==> src/rtl/hazard_flush_ctrl.sv <==
// Hazard/flush controller for the 5-stage core: load-use bubbles, taken-branch
// flushes resolved in MEM, data-memory wait freezes, and saturating perf counters.
module hazard_flush_ctrl #(
  parameter int unsigned FLUSH_CYCLES = 1,
  parameter int unsigned CW           = 32
) (
  input  logic          clk,
  input  logic          reset,
  input  logic [4:0]    ifid_rs1,
  input  logic [4:0]    ifid_rs2,
  input  logic          ifid_uses_rs2,
  input  logic          idex_memread,
  input  logic [4:0]    idex_rd,
  input  logic          branch_taken,
  input  logic          dmem_busy,
  output logic          pc_write,
  output logic          ifid_write,
  output logic          ifid_flush,
  output logic          idex_flush,
  output logic          exmem_flush,
  output logic          pipe_hold,
  output logic [1:0]    state,
  output logic [CW-1:0] stall_count,
  output logic [CW-1:0] flush_count
);

  typedef enum logic [1:0] {
    S_RUN      = 2'd0,
    S_MEM_WAIT = 2'd1,
    S_FLUSH    = 2'd2
  } state_t;

  localparam logic [2:0] RELOAD = 3'(FLUSH_CYCLES - 1);

  state_t        r_state, w_next_state;
  logic          r_pending, w_next_pending;
  logic [2:0]    r_flush_left, w_next_left;
  logic [CW-1:0] r_stall_count, r_flush_count;
  logic          w_lu, w_take, w_flush_inc;

  always_comb begin
    w_lu = idex_memread && (idex_rd != '0) &&
           ((idex_rd == ifid_rs1) || (ifid_uses_rs2 && (idex_rd == ifid_rs2)));
  end

  always_comb begin
    pc_write       = 1'b1;
    ifid_write     = 1'b1;
    ifid_flush     = 1'b0;
    idex_flush     = 1'b0;
    exmem_flush    = 1'b0;
    pipe_hold      = 1'b0;
    w_next_state   = r_state;
    w_next_pending = r_pending;
    w_next_left    = r_flush_left;
    w_take         = 1'b0;
    w_flush_inc    = 1'b0;

    unique case (r_state)
      S_RUN, S_MEM_WAIT: begin
        if (dmem_busy) begin
          pc_write       = 1'b0;
          ifid_write     = 1'b0;
          pipe_hold      = 1'b1;
          w_next_pending = (r_state == S_MEM_WAIT) ? (r_pending | branch_taken) : branch_taken;
          w_next_state   = S_MEM_WAIT;
        end else if (branch_taken || r_pending) begin
          w_take = 1'b1;
        end else begin
          w_next_state   = S_RUN;
          w_next_pending = 1'b0;
          if (w_lu) begin
            pc_write   = 1'b0;
            ifid_write = 1'b0;
            idex_flush = 1'b1;
          end
        end
      end
      S_FLUSH: begin
        // A wait during a flush freezes the countdown; a branch seen meanwhile is kept pending.
        if (dmem_busy) begin
          pc_write       = 1'b0;
          ifid_write     = 1'b0;
          pipe_hold      = 1'b1;
          w_next_pending = r_pending | branch_taken;
        end else if (branch_taken || r_pending) begin
          w_take = 1'b1;
        end else begin
          ifid_flush  = 1'b1;
          idex_flush  = 1'b1;
          w_next_left = r_flush_left - 3'd1;
          if (r_flush_left <= 3'd1) begin
            w_next_state = S_RUN;
          end
        end
      end
      default: w_next_state = S_RUN;
    endcase

    if (w_take) begin
      ifid_flush     = 1'b1;
      idex_flush     = 1'b1;
      exmem_flush    = 1'b1;
      pc_write       = 1'b1;
      ifid_write     = 1'b1;
      w_next_pending = 1'b0;
      w_flush_inc    = 1'b1;
      if (FLUSH_CYCLES > 1) begin
        w_next_left  = RELOAD;
        w_next_state = S_FLUSH;
      end else begin
        w_next_left  = '0;
        w_next_state = S_RUN;
      end
    end

    if (reset) begin
      pc_write    = 1'b1;
      ifid_write  = 1'b1;
      ifid_flush  = 1'b0;
      idex_flush  = 1'b0;
      exmem_flush = 1'b0;
      pipe_hold   = 1'b0;
      w_flush_inc = 1'b0;
    end
  end

  always_ff @(posedge clk) begin
    if (reset) begin
      r_state       <= S_RUN;
      r_pending     <= 1'b0;
      r_flush_left  <= '0;
      r_stall_count <= '0;
      r_flush_count <= '0;
    end else begin
      r_state      <= w_next_state;
      r_pending    <= w_next_pending;
      r_flush_left <= w_next_left;
      if (!pc_write && (r_stall_count != '1)) begin
        r_stall_count <= r_stall_count + 1'b1;
      end
      if (w_flush_inc && (r_flush_count != '1)) begin
        r_flush_count <= r_flush_count + 1'b1;
      end
    end
  end

  assign state       = r_state;
  assign stall_count = r_stall_count;
  assign flush_count = r_flush_count;

endmodule

==> config.mk <==
export PLATFORM = sky130hd
export DESIGN_NAME = hazard_flush_ctrl
export DESIGN_NICKNAME = d
export VERILOG_FILES = /design/src/rtl/hazard_flush_ctrl.sv
export SDC_FILE = /design/constraint.sdc
export NUM_CORES = 1
export LEC_CHECK = 0
export ABC_AREA = 1
export CORE_MARGIN = 2
export CORE_UTILIZATION = 56
export DETAILED_ROUTE_END_ITERATION = 7
export GPL_TIMING_DRIVEN = 0
export MAX_ROUTING_LAYER = met4
export PLACE_DENSITY = 0.95
export SETUP_SLACK_MARGIN = 0.3
export SYNTH_ARGS = -nofsm -noshare
export SYNTH_HDL_FRONTEND = slang
export SYNTH_SLANG_ARGS = --single-unit
==> constraint.sdc <==
create_clock -name clk -period 4.5 [get_ports clk]
set_clock_uncertainty 0.15 [all_clocks]
set_input_delay 0.9 -clock clk [delete_from_list [all_inputs] [get_ports clk]]
set_output_delay 0.9 -clock clk [all_outputs]
set_load 0.02 [all_outputs]
# Word-level counts from Yosys, hierarchy flattened
# Index checks and enable logic that the tools add are counted.
# Widths: inputs -> output; s select.
word_totals:
  word_cells: 77
  ff_bits: 70
  inputBits: 21
op_classes:
  add_sub_neg: 3
  n_bitwise: 3
  reduce_logical: 17
  order_cmp: 1
  mux: 37
  eq_ne: 11
op_table:
  columns: ["cell", "count"]
  rows:
  - ["$add 32x1->32 const B", 2]
  - ["$ne 32x32->1 const B", 2]
  - ["$mux 1", 28]
  - ["$eq 5x5->1", 2]
  - ["$mux 2", 5]
  - ["$ne 2x2->1 const B", 4]
  - ["$pmux 1 s2", 3]
  - ["$reduce_and 3->1", 2]
  - ["$logic_and 1x1->1", 5]
  - ["$reduce_bool 5->1", 1]
  - ["$pmux 2 s2", 1]
  - ["$reduce_and 4->1", 1]
  - ["$reduce_or 2->1", 2]
  - ["$le 3x1->1 const B", 1]
  - ["$ne 3x3->1 const B", 1]
  - ["$reduce_or 3->1", 1]
  - ["$sub 3x1->3 const B", 1]
  - ["$eq 2x1->1 const B", 1]
  - ["$eq 2x2->1 const B", 1]
  - ["$logic_not 2->1", 1]
  - ["$logic_or 1x1->1", 2]
  - ["$not 1->1", 2]
  - ["$reduce_bool 2->1", 1]
  - ["$logic_not 1->1", 1]
  - ["$or 1x1->1", 1]

# Longest topological paths before layout
logic_depth:
  word_depth: 12
  mapped_depth: 12

# Worst setup path after synthesis
# OpenSTA, ideal clock, no wires.
synth_timing:
  path_kind: "input to output"
  startpoint: "input port reset"
  endpoint: "output port pc_write"
  path_buffers: 3
  arrival_ns: 2.206
  cell_stages: 7
  path_slack_ns: 1.244
  path_cell_list: "buf_2 nor2_1 inv_1 nand2_1 buf_2 inv_1 buf_4"
synth_between:
  elab_chain_len: 1
synth_lines:
  columns: ["item", "line_no", "rtl"]
  rows:
  - ["from (decl)", "8", "input logic reset,"]
  - ["$mux 1", null, null]
  - ["to (decl)", "16", "output logic pc_write,"]
# No other way between the ends.

# Worst setup path in the final report
layout_timing:
  startpoint: "input port idex_rd[0]"
  endpoint: "output port pc_write"
layout_between:
  elab_chain_len: 10
  elab_cells_between_ends: 13
  cone_classes: "2 x eq/ne; 6 x mux; 5 x reduce/logical"
layout_lines:
  columns: ["item", "line_no", "rtl"]
  rows:
  - ["from (decl)", "13", "input logic [4:0] idex_rd,"]
  - ["$eq 5x5->1", "43", "((idex_rd == ifid_rs1) || (ifid_uses_rs2 && (idex_rd == ifid_rs2)));"]
  - ["$logic_and 1x1->1", "43", null]
  - ["$logic_or 1x1->1", "43", null]
  - ["$logic_and 1x1->1 *", "42", "w_lu = idex_memread && (idex_rd != '0) &&"]
  - ["$mux 1 *", "72", "if (w_lu) begin"]
  - ["$mux 1 *", "67", "end else if (branch_taken || r_pending) begin"]
  - ["$mux 1 *", "61", "if (dmem_busy) begin"]
  - ["$pmux 1 s2 *", "59", "unique case (r_state)"]
  - ["$mux 1 *", "100", "if (w_take) begin"]
  - ["$mux 1 *", "117", "if (reset) begin"]
# Mark *: on every way between the ends. The rest lies on a longest branch, timed or not.

==> impl_summary.txt <==
----------------------------------------------------
[Timing]
  Transition at the pin with the smallest max-transition slack ... 708.5 ps
  Unrepaired setup endpoints after global routing ... no
  Post-route fraction of the period consumed by the critical path ... 85.13%
  Worst hold slack after final layout ... 369.0 ps
  Relative slew slack ... 52.40%
  Setup tns final ... 0 ps
  FMAX ... 261.0 MHz
  Post-route minimum period ... 3831 ps
  Setup violation total in the final timing report ... 0
  Total count of max-transition violations in the final report ... 0
  Final Hold Viols ... 0

[Floorplanning]
  Site row count ... 32
  I/O pin total ... 93
  Die Area ... 0.008700 mm^2
  Die Y ... about 93 um
  Core region area ... 0.007727 mm^2
  Effective utilization at floorplan ... between 50 and 60%
  Die X-Extent ... 93.28 um

[Detailed routing]
  Drt wl/cell ... about 15 um
  Drt initial violations ... 306
  Total via count after detailed routing ... 4951
  First drt pass iteration count ... 5
  Detail Route Antenna Nets ... 0
  Average vias per placed instance ... ~5.4
  DRC ... 0
  Overall routed net length ... roughly 14 mm

[Clocking]
  TritonCTS clock tree ... yes
  Maximum buffer depth of the clock tree ... 2
  Cell at the root of the clock tree ... clkbuf_8
  Number of hold-repair buffers added at the cts stage ... 0
  Worst-skew pair later-pin latency ... 360 ps
  Maximum level of the CTS H-tree ... 3
  Buffers inserted during post-CTS setup optimization ... 0
  Number of sinks handled by clock tree synthesis ... between 60 and 70
  Total CTS buffers ... 9
  Number of cells upsized or downsized after cts ... 3
  Clock-pin slew reported for the worst setup and hold paths after clock tree synthesis ... 80 ps

[Synthesis]
  Sequential fraction of the synthesis area ... 29.60%
  Syn Inst Count ... 704
  Synth Area per Inst ... 6.340 um^2
  Synthesized area ... 0.004463 mm^2
  Mapped Nets ... slightly above 700
  Register bit count reported by yosys ... 66
  Unique masters post-synth ... 33
  Synthesis warning total ... 0

[Layout]
  Filler cells ... 648
  Final layout net count ... just over 800
  Most common cell after layout, fill and taps aside ... nand2_1
  Multi-input combinational cell area ... ~0.0028 mm^2
  Final core utilization ... 74.09%
  Area of all placed cells without fillers ... 0.005725 mm^2
  P&R area growth vs syn ... 28.29%
  Storage element area ... 0.001321 mm^2
  Commonest cells after routing, fill and taps aside ... nand2_1, nor2_1, clkdlybuf4s50_1, dfxtp_1, inv_1
  Layout cells sized above 1 ... 11.48%
  Count of antenna diodes in the layout ... 0

[Run]
  MaxCap Viol Count ... 0

[Power and ir drop]
  Pwr/cell area ... 223.0 mW/mm^2
  Cell-internal power ... roughly 0.95 mW
  Net load switching power ... 0.3293 mW
  Fraction of power spent switching nets ... 25.79%
  Clock group share of total power ... 44.6%
  Sequential Power Share ... 46.4%
  Worst vdd ir ... 0.1412 mV
  Part of the power in combinational logic ... 9.0%
  Leakage component of the power ... around 2.1 nW

[Critical path]
  Critical path required time ... 3450 ps
  Launching element of the worst setup path ... idex_rd[0]
  Worst reg2reg setup slack ... a little over 2000 ps
  Reg-to-Reg Start ... stall_count[0]$_SDFFE_PP0P_
  Crit path kind ... in2out
  R2R cell count ... 11
  Arrival time of the worst setup path ... 2780 ps
  Critical Path Sink Type ... output pin
  Startpoint types ... input pin
  Critical-path maximum fanout ... 10

[GRT]
  Global-route total usage across every layer ... around 33%
  Antenna violations before repair ... 0
  Global-route wire length before repair ... roughly 23 mm
  Global route total overflow ... 0
  Largest net degree at the start of global routing ... 13
  Vias in the first global route ... 4787

[Placed design]
  Number of I/O port buffers ... 90
  Post-placement cell area ... about 0.0055 mm^2
  Routability congestion estimate ... approximately 1.0
  Placed wire-length estimate after detailed placement ... 10.53 mm

[Outcome]
  Result of the run ... finished clean

[Min path]
  Hold/Removal Path Class ... reg2reg
  Worst hold path depth ... 2
  Worst Hold Launch ... flush_count[31]$_SDFFE_PP0P_

----------------------------------------------------
[power by group through the flow]
stage | clock (mW) | sequential (mW) | combinational (mW)
6_report | 0.569 | 0.592 | 0.115
5_1_grt | 0.593 | 0.593 | 0.125
4_1_cts | 0.568 | 0.592 | 0.115
3_5_place_dp | 0 | 0.606 | 0.113
3_3_place_gp | 0 | 0.605 | 0.110
2_1_floorplan | 0 | 0.608 | 0.0607
[metal layers]
layer / up-vias / global-route usage [%] / part of all wire, %
met2: 197 / 56.47 / 49
met5: - / - / 0
met1: 2268 / 39.54 / 41
li1: 2445 / - / -
met3: 41 / 4.996 / 6.2
met4: 0 / 14.22 / 3.6
[cells in the mapped netlist, drive strengths merged]
cell | n | area [um^2]
nand3b | 4 | 30.03
nand4 | 13 | 81.33
conb | 1 | 3.750
a21oi | 58 | 361.6
nand2 | 248 | 998.5
xor2 | 26 | 227.7
dfxtp | 66 | 1321
clkbuf | 5 | 18.77
ha | 2 | 25.02
buf | 19 | 127.6
and3 | 1 | 6.260
xnor2 | 14 | 122.6
inv | 58 | 217.7
nand3 | 55 | 297.8
nor2 | 93 | 385.4
o21bai | 1 | 7.510
o21ai | 7 | 35.03
nor3 | 29 | 165.2
nor3b | 3 | 22.52
o211ai | 1 | 7.510
[final cells by class]
class	count	area share [%]
multi-input combinational	556	48.65
sequential	66	23.08
timing repair buffer	90	15.82
inverter	58	3.802
buffer	24	2.601
clock buffer	10	2.229
tap	102	2.229
clock inverter	6	1.595
[flip-flops by register name, summed over array words and instances, names as in the netlist]
| name | cells |
|---|---|
| stall_count | 32 |
| r_pending | 1 |
| state | 1 |
| flush_count | 32 |
[metrics by stage]
stage | total power [mW] | setup WS [ps] | std cells
final | 1.277 | 668.9 | 912
after global routing | 1.311 | 493.4 | 912
after CTS | 1.275 | 333.0 | 912
after detailed placement | 0.7190 | 130.8 | 896
after global placement | 0.7150 | 193.1 | 896
after floorplan | 0.6688 | 1244 | 704
[worst paths after layout]
| check | end |
|---|---|
| hold reg to reg | flush_count[31]$_SDFFE_PP0P_ |
| hold / removal | flush_count[31]$_SDFFE_PP0P_ |
| setup reg to reg | stall_count[0]$_SDFFE_PP0P_ |
| setup / recovery | pc_write |
[critical path: stages]
cell and delay (ps):
clkdlybuf4s50_1 520, inv_1 80, nand2_1 70, nand2_1 60, nor2_1 110, nand3_1 80, nand2_1 90, nand3_1 120
nand2_4 160, buf_4 190, inv_1 70, buf_4 120, dlymetal6s2s_1 200
[cell families after synthesis]
kind of cell / synth area share [%]
adders and majority gates: 0.5606
DFF: 29.60
AOI/OAI and AO/OA: 9.224
buffers and inverters: 8.158
xor gates and xnor gates: 7.850
other: 0.08402
and+or+nand+nor: 44.52
Note: power is estimated with default switching activity, not from simulation.
